File: src/rtl/dma_stream_packer.sv
// Packs narrow samples into AXI_WIDTH words, buffers them in a first-word-fall-through
// FIFO and raises a stretched block-ready irq every BLOCK_LEN accepted words.
module dma_stream_packer #(
  parameter int AXI_WIDTH    = 32,
  parameter int SAMPLE_WIDTH = 8,
  parameter int FIFO_AWIDTH  = 5,
  parameter int BLOCK_LEN    = 256,
  parameter int IRQ_LEN      = 8
) (
  input  logic                    clk,
  input  logic                    resetn,
  input  logic                    en,
  input  logic                    clr,
  input  logic [SAMPLE_WIDTH-1:0] in_data,
  input  logic                    in_valid,
  output logic [AXI_WIDTH-1:0]    rdata,
  output logic                    rvalid,
  input  logic                    rready,
  output logic                    irq,
  output logic                    overflow,
  output logic [FIFO_AWIDTH:0]    level
);

  localparam int SPW   = AXI_WIDTH / SAMPLE_WIDTH;
  localparam int PCW   = (SPW > 1) ? $clog2(SPW) : 1;
  localparam int DEPTH = 1 << FIFO_AWIDTH;
  localparam int LW    = FIFO_AWIDTH + 1;
  localparam int BCW   = $clog2(BLOCK_LEN + 1);
  localparam int ICW   = $clog2(IRQ_LEN + 1);

  logic [PCW-1:0]         pack_cnt;
  logic [AXI_WIDTH-1:0]   pack_word;
  logic [AXI_WIDTH-1:0]   word_next;
  logic [AXI_WIDTH-1:0]   mem [DEPTH];
  logic [LW-1:0]          wr_ptr;
  logic [LW-1:0]          rd_ptr;
  logic [LW-1:0]          level_next;
  logic [FIFO_AWIDTH-1:0] rd_idx_next;
  logic [BCW-1:0]         blk_cnt;
  logic [ICW-1:0]         irq_cnt;
  logic [ICW-1:0]         irq_cnt_next;
  logic                   push;
  logic                   pop;
  logic                   push_ok;
  logic                   blk_done;

  // Word assembly, push/pop qualification and next-state helpers
  always_comb begin
    word_next = pack_word;
    word_next[pack_cnt*SAMPLE_WIDTH +: SAMPLE_WIDTH] = in_data;
    push        = en & in_valid & (pack_cnt == PCW'(SPW - 1));
    pop         = rvalid & rready;
    push_ok     = push & ((level < LW'(DEPTH)) | pop);
    blk_done    = push_ok & (blk_cnt == BCW'(BLOCK_LEN - 1));
    level_next  = level + LW'(push_ok) - LW'(pop);
    rd_idx_next = rd_ptr[FIFO_AWIDTH-1:0] + FIFO_AWIDTH'(1);
    if (blk_done) begin
      irq_cnt_next = ICW'(IRQ_LEN);
    end else if (irq_cnt != ICW'(0)) begin
      irq_cnt_next = irq_cnt - ICW'(1);
    end else begin
      irq_cnt_next = ICW'(0);
    end
  end

  // Pack counter and partial word; dropping en discards the partial word
  always_ff @(posedge clk or negedge resetn) begin
    if (!resetn) begin
      pack_cnt  <= PCW'(0);
      pack_word <= AXI_WIDTH'(0);
    end else if (!en) begin
      pack_cnt  <= PCW'(0);
      pack_word <= AXI_WIDTH'(0);
    end else if (in_valid) begin
      if (push) begin
        pack_cnt  <= PCW'(0);
        pack_word <= AXI_WIDTH'(0);
      end else begin
        pack_cnt  <= pack_cnt + PCW'(1);
        pack_word <= word_next;
      end
    end
  end

  // FIFO storage
  always_ff @(posedge clk) begin
    if (push_ok) begin
      mem[wr_ptr[FIFO_AWIDTH-1:0]] <= word_next;
    end
  end

  // FIFO pointers and the registered head word; an empty FIFO holds its last rdata
  always_ff @(posedge clk or negedge resetn) begin
    if (!resetn) begin
      wr_ptr <= LW'(0);
      rd_ptr <= LW'(0);
      level  <= LW'(0);
      rvalid <= 1'b0;
      rdata  <= AXI_WIDTH'(0);
    end else begin
      wr_ptr <= wr_ptr + LW'(push_ok);
      rd_ptr <= rd_ptr + LW'(pop);
      level  <= level_next;
      rvalid <= (level_next != LW'(0));
      if (pop) begin
        if (level > LW'(1)) begin
          rdata <= mem[rd_idx_next];
        end else if (push_ok) begin
          rdata <= word_next;
        end
      end else if ((level == LW'(0)) && push_ok) begin
        rdata <= word_next;
      end
    end
  end

  // Block counter, irq stretcher and sticky overflow; clr wins over any update
  always_ff @(posedge clk or negedge resetn) begin
    if (!resetn) begin
      blk_cnt  <= BCW'(0);
      irq_cnt  <= ICW'(0);
      irq      <= 1'b0;
      overflow <= 1'b0;
    end else if (clr) begin
      blk_cnt  <= BCW'(0);
      irq_cnt  <= ICW'(0);
      irq      <= 1'b0;
      overflow <= 1'b0;
    end else begin
      if (blk_done) begin
        blk_cnt <= BCW'(0);
      end else if (push_ok) begin
        blk_cnt <= blk_cnt + BCW'(1);
      end
      irq_cnt <= irq_cnt_next;
      irq     <= (irq_cnt_next != ICW'(0));
      if (push & ~push_ok) begin
        overflow <= 1'b1;
      end
    end
  end

endmodule

File: config.mk
export PLATFORM = sky130hd
export DESIGN_NAME = dma_stream_packer
export DESIGN_NICKNAME = d
export VERILOG_FILES = /design/src/rtl/dma_stream_packer.sv
export SDC_FILE = /design/constraint.sdc
export NUM_CORES = 1
export LEC_CHECK = 0
export CAP_MARGIN = 20
export CORE_MARGIN = 1.5
export CORE_UTILIZATION = 56
export DETAILED_ROUTE_END_ITERATION = 8
export GPL_ROUTABILITY_DRIVEN = 0
export GPL_TIMING_DRIVEN = 0
export PLACE_DENSITY = 0.75
export SLEW_MARGIN = 20
export SYNTH_ARGS = -nofsm -noshare
export SYNTH_HDL_FRONTEND = slang
export SYNTH_SLANG_ARGS = --single-unit
File: constraint.sdc
create_clock -name clk -period 3.3 [get_ports clk]
set_input_delay 0.66 -clock clk [delete_from_list [all_inputs] [get_ports clk]]
set_output_delay 0.66 -clock clk [all_outputs]
set_load 0.03 [all_outputs]
Word level (Yosys, flattened, before mapping). Memories as Yosys holds them, arrays and structs flattened. Cells that the tools add are included.

$lt $le $gt $ge: 2. $add $sub $neg: 9. Divide/modulo/power cells: 0. Eq/ne operators: 4. Shift-type cells: 2. Reductions and logical operators: 9. Bitwise gates (word level): 8. $mul: 0. Mux-type cells: 22.

Operators with widths (number): 32-bit two-way mux (7); 5-bit negator with 34-bit output (1); 8-bit by 34-bit variable shift with 32-bit output, first input constant (1); 8-bit by 34-bit variable part select with 32-bit output (1); 32-bit bitwise mux (1); 9-bit two-way mux (3); 6-bit by 1-bit adder with 6-bit output (3); 4-bit two-way mux (3); 9-bit by 1-bit adder with 9-bit output, second input constant (1); 9-bit by 8-bit equality test with 1-bit output, second input constant (1); 4-bit nonzero test (2); 1-bit AND (6); 6-bit by 1-bit greater-than comparator with 1-bit output, second input constant (1); 6-bit zero test (1); 6-bit < comparator, second input constant (1); 2-bit two-way mux (3); 6-bit nonzero test (1); 6-bit by 1-bit subtractor with 6-bit output (1); 5-bit by 1-bit adder with 5-bit output, second input constant (1); 1-bit two-way mux (5); 2-bit nonzero test (2); 4-bit by 1-bit subtractor with 4-bit output, second input constant (1); 3-bit by 1-bit != test with 1-bit output, second input constant (1); 3-bit nonzero test (1); other kinds (7) (7).

Flip-flop bits (word level): 100. Latch bits: 0. RAM bits: 1024. Input bits: 14. ROM bits: 0. Logic and storage cells: 68. Memories kept: 1.

Memories: mem (words 32, bits a word 32, rd ports 1, clocked after memory_dff 0, write ports 1, RTL line 34) `logic [AXI_WIDTH-1:0] mem [DEPTH];`.

Depth between registers and ports, before layout. Gate-level depths: netlist (run 1).

Depth in word-level cells: 7. Depth in mapped cells: 16. Mapped depth without buffers: 15.

Worst setup path after synthesis (run 1). Ideal clock, no wire load.

Path type: input to register. Start point: in rready. End point: reg rvalid. Cell stages on the path: 15. Library setup time: 0.146 ns. Arrival: 3.351 ns. Required time: 3.154 ns. Slack: -0.198 ns. Cell sequence: nand2_1 inv_1 o21ai_0 clkbuf_1 ha_1 inv_1 ha_1 inv_1 fa_1 inv_1 a21oi_1 nor2_1 nor2_1 xnor2_1 or4b_2.

Longest elaborated chain between the ends: 6.

Ends and longest elaborated chain: start, declared (RTL line 18) `input logic rready,`; 1-bit AND * (RTL line 52) `pop = rvalid & rready;`; 1-bit OR (RTL line 53) `push_ok = push & ((level < LW'(DEPTH)) | pop);`; 1-bit AND (RTL line 53); 6-bit by 1-bit adder with 6-bit output (RTL line 55) `level_next = level + LW'(push_ok) - LW'(pop);`; 6-bit by 1-bit subtractor with 6-bit output * (RTL line 55); via level_next[4] (RTL line 37) `logic [LW-1:0] level_next;`; 6-bit nonzero test * (RTL line 104) `rvalid <= (level_next != LW'(0));`; end signal, assigned (RTL line 104); end, declared (RTL line 17) `output logic rvalid,`.

The timed path passes the listed nets; every way through them passes the cells marked *. A chain may end at the register's enable or synchronous reset.

Worst setup path after layout (run 1).
Start point: reg pack_cnt[0]. End point: reg rdata[11].

Longest elaborated chain between the ends: 6. Elaborated cells on any way between the ends: 15. Classes of those cells: 1 x add/sub; 2 x eq/ne; 2 x shift; 5 x mux; 2 x bitwise; 3 x reduce/logical.

Ends and longest elaborated chain: start, declared (RTL line 31) `logic [PCW-1:0] pack_cnt;`; start signal, assigned (RTL line 79) `pack_cnt <= pack_cnt + PCW'(1);`; 5-bit negator with 34-bit output * (RTL line 50) `word_next[pack_cnt*SAMPLE_WIDTH +: SAMPLE_WIDTH] = in_data;`; 8-bit by 34-bit variable part select with 32-bit output / 8-bit by 34-bit variable shift with 32-bit output (equally long branches) (RTL line 50); 32-bit bitwise mux * (RTL line 50); via word_next[11] (RTL line 33) `logic [AXI_WIDTH-1:0] word_next;`; 32-bit two-way mux (RTL line 108) `end else if (push_ok) begin`; 32-bit two-way mux (RTL line 106) `if (level > LW'(1)) begin`; 32-bit two-way mux * (RTL line 105) `if (pop) begin`; end signal, assigned (RTL line 107) `rdata <= mem[rd_idx_next];`; end signal, assigned (RTL line 109) `rdata <= word_next;`; end signal, assigned (RTL line 112) `rdata <= word_next;`; end, declared (RTL line 16) `output logic [AXI_WIDTH-1:0] rdata,`.

The timed path passes the listed nets; every way through them passes the cells marked *. The select of a mux whose other input is x is not followed.

==> metrics.txt, run 1 <==
status complete, but fails checks; failing checks setup timing; main flop type after synthesis edfxtp_1; Die ar. 80,470 um^2; Max Freq 0.3013 GHz; Synth cell types 54; Layout area overhead 17.19%; Design Area, Final 51,690 um^2; Worst EP required 3.87 ns; TNS Setup -0.1805 ns; commonest non-fill, non-tap cell in the layout edfxtp_1; Synth Register Bits 1,122; clk buf depth 3; Crit Path Max Fanout 33; MaxCap Viol Count 0; grt ovf 0; Worst Max-Slew Pin Slew 1.102 ns; Setup CP Type flop to flop; Placement Cell Area 47,710 um^2; pwr dens 864.2 nW/um^2; Avg WL per Cell 28.72 um; share of synthesized registers carrying an async set or reset 8.734%; Final Hold Viols 0; GRT met1 Usage 37.82%; GRT busiest layer met2; FP Rows 102; crit path DAT 3.89 ns; clock root buffer master clkbuf_16; final critical path time including I/O delays and setup 3.319 ns; Via Count 25.38k; Cells after Synth 2,557; TritonRoute pass-1 iters 6; Synth Warn # 0; vias in the first global route 25.68k; Final HPWL DP 72,360 um; final worst slack -0.01938 ns; worst rel slew slack 26.54%; Setup violations, final 21; CTS buffer count 111; Skew-Pair Late Insertion Delay 0.70 ns; initial core utilization 56.76%; overall routing resource usage 28.37%; via-per-instance ratio 6.449; first-pass GRT wire length 167,300 um; Post-synth EDFFs 1,024; commonest non-fill, non-tap cells in the layout 1,024 x edfxtp_1, 433 x nand2_1, 190 x mux4_2, 134 x nand3_1, 114 x clkbuf_16; CTS H-tree lvls 3; Die Height 283.7 um; CTS clock-pin slew for the worst setup and hold paths 0.07 ns; Port Buffers 54; share of cells above drive strength 1 20.45%; grt met3 use 6.881%; routed wire length 113,000 um; syn avg cell area 17.25 um^2; worst min path class input port to async pin; Syn Nets 2,594; Total Power 44.67 mW; number of diodes 0; DIE WIDTH 283.7 um; Seq/Total Area, Yosys 75.26%; DRC viols 0; antenna violations before repair 2; CTS tree done; worst vdd ir 810.1 uV; crit path launch type flop; pin count of the biggest net entering global routing 75; met2 usage in global routing 44.93%; antenna-violating nets left 0; static leakage 16.70 nW; DR iter-0 viols 3,633; endpoint class of the critical path flop; Nets 2,833; clk_skew 0.04266 ns; synthesized cell area 44,110 um^2; Top-Level Pins 55; Slew Limit Fails 0; Num Clock Sinks 1,122; Final Cycle Share 100.6%; core area 77,720 um^2
==> final timing paths <==
check	from	end	slack (ns)	cells past startpoint
setup / recovery	pack_cnt[0]$_DFFE_PN0P_	rdata[11]$_DFFE_PN0P_	-0.02	9
hold / removal	resetn	irq_cnt[0]$_DFF_PN0_	0.42	2
setup reg to reg	pack_cnt[0]$_DFFE_PN0P_	rdata[11]$_DFFE_PN0P_	-0.02	9
hold reg to reg	irq_cnt[0]$_DFF_PN0_	irq_cnt[0]$_DFF_PN0_	0.47	1
max in group asynchronous	resetn	pack_cnt[0]$_DFFE_PN0P_	2.13	3
min in group clk	irq_cnt[0]$_DFF_PN0_	irq_cnt[0]$_DFF_PN0_	0.47	1
==> cells in the mapped netlist (14+ instances only) <==
library cell     n  share of area, %
clkbuf_1        68              0.58
a21oi_1         22              0.25
nand3_1        136               1.5
nor2_1          71              0.60
a31oi_1         34              0.48
o21ai_0         40              0.45
inv_1           73              0.62
nor2b_1         14              0.20
a32oi_1         32              0.64
mux4_2         190               9.7
a22o_1          15              0.30
dfrtp_1         98               5.6
mux2i_1         59               1.3
nand2_1        434               3.7
o221ai_1        21              0.42
edfxtp_1      1024                70
buf_2           50              0.57
o2111ai_1       31              0.62
ha_1            22              0.62
==> cell families (layout without fill, tap and decap cells) <==
kind of cell,Yosys count,after routing,share of synthesized area [%]
flops,1122,1122,75.26
simple gates,700,700,6.748
mux,253,253,11.14
compound gates,229,229,3.735
buf+inv,214,552,2.107
fa+ha+maj,23,23,0.6694
xor+xnor,16,16,0.3347
==> through the flow <==
stage	cells	setup slack, ns	utilization (%)	hold slack (ns)
after detailed placement	3705	-1.244	61.39	0.4687
final	3935	-0.01938	66.51	0.4152
after global routing	3935	-0.1513	66.51	0.4245
after floorplan	2557	0.01049	-	0.3644
after CTS	3925	-0.1577	66.34	0.3976
after global placement	3651	-2.720	59.13	0.4502
==> worst max-delay path, stage by stage, from the launching register on <==
cell	delay, ns
dfrtp_2	0.45
buf_4	0.16
buf_4	0.13
ha_1	0.44
nand2_1	0.22
nor3_2	0.12
a21oi_1	0.53
clkinvlp_4	0.67
a21boi_0	0.37
o22ai_1	0.11
==> what timing repair did <==
item                                    4_1_cts  5_1_grt
setup buffers                                 7        9
gates cloned                                  0        1
hold endpoints to repair                     24        0
hold buffers                                  1        0
gates resized for setup                      23       22
pin swaps                                     4        3
endpoints found under the setup margin     1320      224
==> registers in the layout, indices dropped and copies added, names as in the netlist <==
| signal | cells |
|---|---|
| blk_cnt | 9 |
| irq | 1 |
| irq_cnt | 4 |
| level | 6 |
| mem | 1024 |
| overflow | 1 |
| pack_cnt | 2 |
| pack_word | 32 |
| rd_ptr | 5 |
| rdata | 32 |
| rvalid | 1 |
| wr_ptr | 5 |
==> metal layers <==
layer | routed length (um) | share of wire [%] | vias to the layer above
met3 | 11590 | 10 | 326
li1 | - | - | 10444
met5 | 21 | 0.019 | -
met1 | 41690 | 37 | 12952
met4 | 5499 | 4.9 | 4
met2 | 54230 | 48 | 1649
==> where the power goes <==
| part | total [mW] | internal (mW) | switching (mW) |
|---|---|---|---|
| registers | 16.2 | 15.8 | 0.445 |
| clock network | 12.6 | 7.21 | 5.36 |
| logic | 15.9 | 5.54 | 10.3 |
==> layout make-up <==
type	instances	area, um^2
Multi-Input combinational cell	1221	10520
Fill cell	4801	26030
Inverter	73	317.8
Sequential cell	1122	33200
Clock inverter	68	625.6
Timing Repair Buffer	125	2009
Clock buffer	144	3035
Buffer	141	679.4
Timing Repair inverter	1	5.005
Tap cell	1040	1301
(Power assumes the default switching activity.)
==> inputs of run 2 (changes only) <==
CAP_MARGIN = default   (was 20)
==> results of run 2 <==
Same layout as run 1: the final DEF is identical, and so are final timing and power.
